File: src/rtl/uart_rx_core_if.sv
// Receive-side bundle between uart_rx_core and its consumer (serial line in,
// held byte/valid/ack handshake and error flags out).
interface uart_rx_core_if;
    logic       rx;
    logic       rx_ack;
    logic [7:0] rx_data;
    logic       rx_valid;
    logic       frame_err;
    logic       overrun_err;
    logic       busy;

    modport master (
        input  rx,
        input  rx_ack,
        output rx_data,
        output rx_valid,
        output frame_err,
        output overrun_err,
        output busy
    );

    modport slave (
        output rx,
        output rx_ack,
        input  rx_data,
        input  rx_valid,
        input  frame_err,
        input  overrun_err,
        input  busy
    );
endinterface

File: src/rtl/uart_rx_core.sv
// 8N1 UART receiver: synchronises rx, finds the start edge, samples each bit at
// its centre and hands the byte over on a held valid/ack interface.
module uart_rx_core #(
    parameter int unsigned CLK_FREQ = 50000000,
    parameter int unsigned BAUD     = 9600
) (
    input  logic           clk_in,
    input  logic           rst,
    uart_rx_core_if.master bus
);
    localparam int unsigned BIT_CYC  = CLK_FREQ / BAUD;
    localparam int unsigned HALF_CYC = BIT_CYC / 2;
    localparam int unsigned CNT_W    = $clog2(BIT_CYC);

    localparam logic [CNT_W-1:0] BIT_LAST  = CNT_W'(BIT_CYC - 1);
    localparam logic [CNT_W-1:0] HALF_LAST = CNT_W'(HALF_CYC - 1);

    typedef enum logic [2:0] {
        S_IDLE,
        S_START,
        S_DATA,
        S_STOP,
        S_WAIT
    } state_e;

    state_e            state_q,     state_d;
    logic              sync1_q,     sync1_d;
    logic              rx_s_q,      rx_s_d;
    logic              rx_prev_q,   rx_prev_d;
    logic [CNT_W-1:0]  cnt_q,       cnt_d;
    logic [2:0]        bit_idx_q,   bit_idx_d;
    logic [7:0]        shift_q,     shift_d;
    logic [7:0]        rx_data_q,   rx_data_d;
    logic              rx_valid_q,  rx_valid_d;
    logic              frame_err_q, frame_err_d;
    logic              overrun_q,   overrun_d;

    // Next-state and output computation.
    always_comb begin
        state_d     = state_q;
        sync1_d     = bus.rx;
        rx_s_d      = sync1_q;
        rx_prev_d   = rx_s_q;
        cnt_d       = cnt_q;
        bit_idx_d   = bit_idx_q;
        shift_d     = shift_q;
        rx_data_d   = rx_data_q;
        rx_valid_d  = rx_valid_q;
        frame_err_d = 1'b0;
        overrun_d   = overrun_q;

        if (bus.rx_ack && rx_valid_q) begin
            rx_valid_d = 1'b0;
            overrun_d  = 1'b0;
        end

        unique case (state_q)
            S_IDLE: begin
                if (rx_prev_q && !rx_s_q) begin
                    state_d = S_START;
                    cnt_d   = '0;
                end
            end
            S_START: begin
                if (cnt_q == HALF_LAST) begin
                    cnt_d     = '0;
                    bit_idx_d = '0;
                    // A line back high at the start centre was only a glitch.
                    state_d   = rx_s_q ? S_IDLE : S_DATA;
                end else begin
                    cnt_d = cnt_q + CNT_W'(1);
                end
            end
            S_DATA: begin
                if (cnt_q == BIT_LAST) begin
                    shift_d   = {rx_s_q, shift_q[7:1]};
                    cnt_d     = '0;
                    bit_idx_d = bit_idx_q + 3'd1;
                    if (bit_idx_q == 3'd7) begin
                        state_d = S_STOP;
                    end
                end else begin
                    cnt_d = cnt_q + CNT_W'(1);
                end
            end
            S_STOP: begin
                if (cnt_q == BIT_LAST) begin
                    cnt_d = '0;
                    if (rx_s_q) begin
                        // A coincident ack lets the new byte win without an overrun.
                        rx_data_d  = shift_q;
                        rx_valid_d = 1'b1;
                        if (rx_valid_q && !bus.rx_ack) begin
                            overrun_d = 1'b1;
                        end
                        state_d = S_IDLE;
                    end else begin
                        frame_err_d = 1'b1;
                        state_d     = S_WAIT;
                    end
                end else begin
                    cnt_d = cnt_q + CNT_W'(1);
                end
            end
            S_WAIT: begin
                if (rx_s_q) begin
                    state_d = S_IDLE;
                end
            end
            default: begin
                state_d = S_IDLE;
            end
        endcase
    end

    always_ff @(posedge clk_in or posedge rst) begin
        if (rst) begin
            state_q     <= S_IDLE;
            sync1_q     <= 1'b1;
            rx_s_q      <= 1'b1;
            rx_prev_q   <= 1'b1;
            cnt_q       <= '0;
            bit_idx_q   <= '0;
            shift_q     <= '0;
            rx_data_q   <= '0;
            rx_valid_q  <= 1'b0;
            frame_err_q <= 1'b0;
            overrun_q   <= 1'b0;
        end else begin
            state_q     <= state_d;
            sync1_q     <= sync1_d;
            rx_s_q      <= rx_s_d;
            rx_prev_q   <= rx_prev_d;
            cnt_q       <= cnt_d;
            bit_idx_q   <= bit_idx_d;
            shift_q     <= shift_d;
            rx_data_q   <= rx_data_d;
            rx_valid_q  <= rx_valid_d;
            frame_err_q <= frame_err_d;
            overrun_q   <= overrun_d;
        end
    end

    assign bus.rx_data     = rx_data_q;
    assign bus.rx_valid    = rx_valid_q;
    assign bus.frame_err   = frame_err_q;
    assign bus.overrun_err = overrun_q;
    assign bus.busy        = (state_q != S_IDLE);

endmodule

File: src/flat_wrapper.sv
// flat-port wrapper written by rule: the top's interface ports become plain ports
module uart_rx_core_flat 
#(
    parameter int unsigned CLK_FREQ = 50000000,
    parameter int unsigned BAUD     = 9600
)
  (clk_in, rst, bus_rx, bus_rx_ack, bus_rx_data, bus_rx_valid, bus_frame_err, bus_overrun_err, bus_busy);
  uart_rx_core_if bus_i ();
  input  logic clk_in;
  input  logic rst;
  input wire logic [$bits(bus_i.rx)-1:0] bus_rx;
  input wire logic [$bits(bus_i.rx_ack)-1:0] bus_rx_ack;
  output wire logic [$bits(bus_i.rx_data)-1:0] bus_rx_data;
  output wire logic [$bits(bus_i.rx_valid)-1:0] bus_rx_valid;
  output wire logic [$bits(bus_i.frame_err)-1:0] bus_frame_err;
  output wire logic [$bits(bus_i.overrun_err)-1:0] bus_overrun_err;
  output wire logic [$bits(bus_i.busy)-1:0] bus_busy;
  assign bus_i.rx = bus_rx;
  assign bus_i.rx_ack = bus_rx_ack;
  assign bus_rx_data = bus_i.rx_data;
  assign bus_rx_valid = bus_i.rx_valid;
  assign bus_frame_err = bus_i.frame_err;
  assign bus_overrun_err = bus_i.overrun_err;
  assign bus_busy = bus_i.busy;
  uart_rx_core #(.CLK_FREQ(CLK_FREQ), .BAUD(BAUD)) u_core (.clk_in(clk_in), .rst(rst), .bus(bus_i));
endmodule
File: config.mk
export PLATFORM = sky130hd
export DESIGN_NAME = uart_rx_core_flat
export DESIGN_NICKNAME = d
export VERILOG_FILES = /design/src/rtl/uart_rx_core_if.sv /design/src/rtl/uart_rx_core.sv /design/src/flat_wrapper.sv
export SDC_FILE = /design/constraint.sdc
export NUM_CORES = 1
export LEC_CHECK = 0
export ABC_AREA = 1
export BUFFER_PORTS_ARGS = -buffer_cell sky130_fd_sc_hd__buf_4
export CORE_MARGIN = 4
export CORE_UTILIZATION = 35
export DETAILED_ROUTE_END_ITERATION = 6
export HOLD_SLACK_MARGIN = 0.02
export PLACE_DENSITY_LB_ADDON = 0.05
export SLEW_MARGIN = 30
export SYNTH_ARGS = -nofsm -noshare
export SYNTH_HDL_FRONTEND = slang
export SYNTH_SLANG_ARGS = --single-unit
File: constraint.sdc
create_clock -name clk_in -period 1.5 [get_ports clk_in]
set_clock_uncertainty 0.05 [all_clocks]
set_input_delay 0.3 -clock clk_in [delete_from_list [all_inputs] [get_ports clk_in]]
set_output_delay 0.3 -clock clk_in [all_outputs]
set_load 0.02 [all_outputs]
**After elaboration in Yosys (flattened, before gate mapping)**

Index checks and enable logic that the tools add are counted.

- Register bits after elaboration: 41
- Input port bits: 4
- Output and inout bits: 12
- Word-level logic and storage cells: 69

- Add/subtract/negate cells: 2
- Equality and inequality tests: 13
- Multiplexer cells: 28
- Reduce and logical (&&, ||, !) cells: 15

Operators with widths:

| operator | count |
|---|---|
| two-way mux 13 bit | 3 |
| case mux 13 bit (3 select lines) | 1 |
| two-way mux 3 bit | 9 |
| case mux 3 bit (5 select lines) | 1 |
| adder 13 x 1 -> 13 bit, second input constant | 1 |
| == test 13 x 12 -> 1 bit, second input constant | 1 |
| == test 13 bit, second input constant | 1 |
| two-way mux 1 bit | 12 |
| inequality test 2 x 1 -> 1 bit, second input constant | 6 |
| == test 3 x 2 -> 1 bit, second input constant | 2 |
| == test 3 bit, second input constant | 2 |
| case mux 3 bit (2 select lines) | 1 |
| AND reduction 3 bit | 2 |
| AND reduction 6 bit | 1 |
| nonzero test 3 bit | 2 |
| AND reduction 2 bit | 2 |
| adder 3 x 1 -> 3 bit, second input constant | 1 |
| == test 3 x 1 -> 1 bit, second input constant | 1 |
| logical AND 1 bit | 3 |
| zero test 3 bit | 1 |
| zero test 1 bit | 2 |
| two-way mux 2 bit | 1 |
| nonzero test 2 bit | 1 |
| OR reduction 2 bit | 1 |

**Longest topological paths before layout**

- Depth in word-level cells: 6
- Gate-level depth with buffers: 9
- Mapped depth without buffers: 9

**Worst setup path before layout**

Ideal clock, no wire load.

- Path kind: register to register
- From: reg u_core.cnt_q[0]
- To: reg u_core.cnt_q[10]
- Setup time: 118 ps
- Data arrival time: 1362 ps
- Required time: 1332 ps
- Slack: -31 ps
- Cell stages (with the launch flop): 9
- Buffers on the path: 0
- Period minus slack after synthesis: 1531 ps
- Path through: dfrtp_1 -> ha_1 -> nand2_1 -> nor2_2 -> nand3_4 -> nand2_2 -> nand2_4 -> nor2_8 -> nor2_1

- Cells in the longest elaborated chain, start to end: 3

RTL lines:

| element | line | source |
|---|---|---|
| start: declaration | uart_rx_core.sv:30 | `logic [CNT_W-1:0] cnt_q, cnt_d;` |
| start signal: assignment | uart_rx_core.sv:134 | `cnt_q <= cnt_d;` |
| adder 13 x 1 -> 13 bit (tied with other cells) | uart_rx_core.sv:71, uart_rx_core.sv:83, uart_rx_core.sv:102 |  |
| two-way mux 13 bit, on equally long branches | uart_rx_core.sv:75, uart_rx_core.sv:87, uart_rx_core.sv:65 |  |
| case mux 13 bit (3 select lines) * | uart_rx_core.sv:57 | `unique case (state_q)` |

Mark *: on every way between the ends. The rest lies on a longest branch, timed or not.
A chain may end at the register's enable or synchronous reset.

**Worst setup path in the final report**

- From: reg u_core.cnt_q[1]
- To: reg u_core.cnt_q[12]

The elaborated chain is that of the path after synthesis.

==> results.ini <==
[synthesis]
synthTopCellsByArea = dfrtp_1, nand2_1, nor2_1
ys_seq_area_share_pct = 47.9
synth_top_area_share_pct = 44.3
synth-seq-cells = 41
avgSynthCellArea_sq_um = 7.78
ys.flop_type = dfrtp_1
syn-cell-area_sq_um = 2150
synth_nets = 283
synth_edf_count = 0
yosys.area.top_type = dfrtp_1
ys_warn_count = 0
yosysUniqueCellTypes = 26
async_flop_share_pct = 100
synth_cells = 276

[worst_setup_path]
crit_chain = ha_4, nand3_1, nor2_1, nand2_2, nand2_4, nand2_4, nor2_8, nor2_2
required_ps = 1640
crit_top_cell = nand2_4
crit_path_end_kind = flip-flop
critPathArrivalTime_ps = 1590
path_max_fanout = 6
slowest_delay_ps = 400
criticalPathCategory = flip-flop to flip-flop
crit_path_start_kind = flip-flop
critPathSlowestCell = dfrtp_1

[sta]
worstMarginPinSlew_ps = 322
clock.fmax_mhz = 689
finalHoldViolations = 0
finalSetupViolations = 0
fin_crit_sh_pct = 96.7
slew_headroom_pct = 78.5
finalCriticalPeriod_ps = 1450
rsz0062_at_grt = true
slew_viol_final = 0

[place]
gp_congestion = 0.797
port_buffers = 15
hpwl_microns = 3690

[clock_network]
clk_pin_slew_worst_paths_ps = 80
numCtsBuffers = 5
root_buffer = clkbuf_8
clock_latency_ps = 290
htree_levels = 2
cts.sinks = 41
clockBufferDepth = 2
tritoncts = built

[finish]
nFillCells = 612
syn2layout_area_growth_pct = 34.4
layout_commonest_cell = nand2_1
fin_nets = 338
layout_common_cells = nand2_1, buf_4, dfrtp_1
post-route-util_pct = 48.5
drive_above_1_share_pct = 34.9
diodes = 0

[run]
maxCapViolCount = 0

[floorplanning]
die_x_microns = 86.3
rows = 28
initial_core_util_pct = 36.1
core-area_sq_um = 5960
die_area_sq_um = 7460
die_h_microns = 86.3
pin_count = 16

[drt]
vias = 1907
routed_wl_microns = 5120
dr.pass1.iters = 4
drt_iter0_drc = 75
antenna_left = 0
drcViolationCount = 0
wl_per_cell_microns = 12.6
via_per_inst = 4.69

[hold_path]
min_path_type = input port to flip-flop

[power_and_ir_drop]
power_density_nw_per_um2 = 1220
power.total_w = 0.00352
leakage_nw = 1.45
peakVddDrop_v = 0.000947

[global_route]
antenna_found_initial = 0
grt_max_degree = 42
track_usage_pct = 14.9
grt_pass1_vias = 1836
grt-ovfl-total = 0
grt_pass1_wl_microns = 8760

[status]
status = complete, no violations

==> cells by family after synthesis <==
| kind of cell | Yosys count | synth area share [%] |
|---|---|---|
| simple gates | 186 | 39.7 |
| flops | 41 | 47.9 |
| buf+inv | 30 | 5.88 |
| compound gates | 13 | 3.55 |
| xor+xnor | 3 | 1.22 |
| fa+ha+maj | 3 | 1.75 |
==> worst paths after layout <==
path                                 startpoint          endpoint  slack [ps]  depth (start not counted)
worst max-delay path            u_core.cnt_q[1]  u_core.cnt_q[12]          50                          8
worst min-delay path                     bus_rx     u_core.rx_s_d          60                          1
worst max register to register  u_core.cnt_q[1]  u_core.cnt_q[12]          50                          8
worst min register to register    u_core.rx_s_d  u_core.rx_prev_d         310                          0
max in group asynchronous                   rst  u_core.rx_prev_q         590                          4
min in group asynchronous                   rst  u_core.cnt_q[10]         530                          4
==> metrics by stage <==
step,instances,setup TNS (ps),hold WS [ps],setup WS [ps],instance area (sq um)
2_1_floorplan,276,0,254,22.7,2160
3_3_place_gp,388,0,296,1.11,2550
3_5_place_dp,388,-66.7,298,-15.5,2550
4_1_cts,398,0,46.4,0.0718,2720
5_1_grt,407,-255,43.0,-28.7,2890
6_report,407,0,57.3,49.2,2890
==> timing repair <==
action	in CTS	in global routing
endpoints found under the hold margin	38	0
pin swaps	5	15
setup endpoints to repair	18	36
resized for setup	8	32
setup buffers	1	9
hold buffers	1	0
==> state kept, by name, indices dropped and copies added, names as in the netlist, named ones only <==
name	flops
u_core.bit_idx_q	3
u_core.bus.frame_err	1
u_core.bus.rx_data	8
u_core.bus.rx_valid	1
u_core.cnt_q	13
u_core.rx_prev_d	1
u_core.rx_prev_q	1
u_core.rx_s_d	1
u_core.shift_q	8
u_core.state_q	3
==> power by group <==
| part | internal (W) | total, W | switching (W) | leakage (nW) |
|---|---|---|---|---|
| Combinational | 0.000524 | 0.00129 | 0.000769 | 0.845 |
| Clock | 0.000541 | 0.000947 | 0.000405 | 0.0574 |
| Sequential | 0.00119 | 0.00128 | 0.0000900 | 0.549 |
==> per-layer routing <==
metal,wire (microns),share of wire (%),vias to the layer above,track usage (%)
met5,0,0,-,0
met4,70,1.4,0,5.24
met3,235,4.6,7,2.57
met2,2260,44,38,22.7
met1,2560,50,870,21.2
li1,-,-,992,-
==> layout make-up <==
cell class                 instances  area (sq um)  share of cell area [%]
clock inverter                     2          37.5                    1.30
timing repair buffer              52           425                    14.7
clock buffer                       6          82.6                    2.86
tap                               75          93.8                    3.25
inverter                          26          97.6                    3.38
multi-input combinational        205          1110                    38.6
sequential                        41          1030                    35.8
==> Yosys cell counts, types with 3 or more instances <==
cell type,n
ha_1,3
dfstp_2,3
nor3_1,6
nand2_2,5
xor2_1,3
inv_2,8
inv_1,18
o21ai_0,7
dfrtp_1,38
nand4_1,12
nor2_1,39
nand3_1,27
nor2_2,4
nor2_4,3
nand2_1,87
==> worst max-delay path, delay by kind of cell (launching register included) <==
family,cells,cell delay [ps]
flip-flops,1,400
adder cells (fa/ha/maj),1,180
AND/OR/NAND/NOR,7,720
No activity file was read; power rests on OpenSTA's default activity.
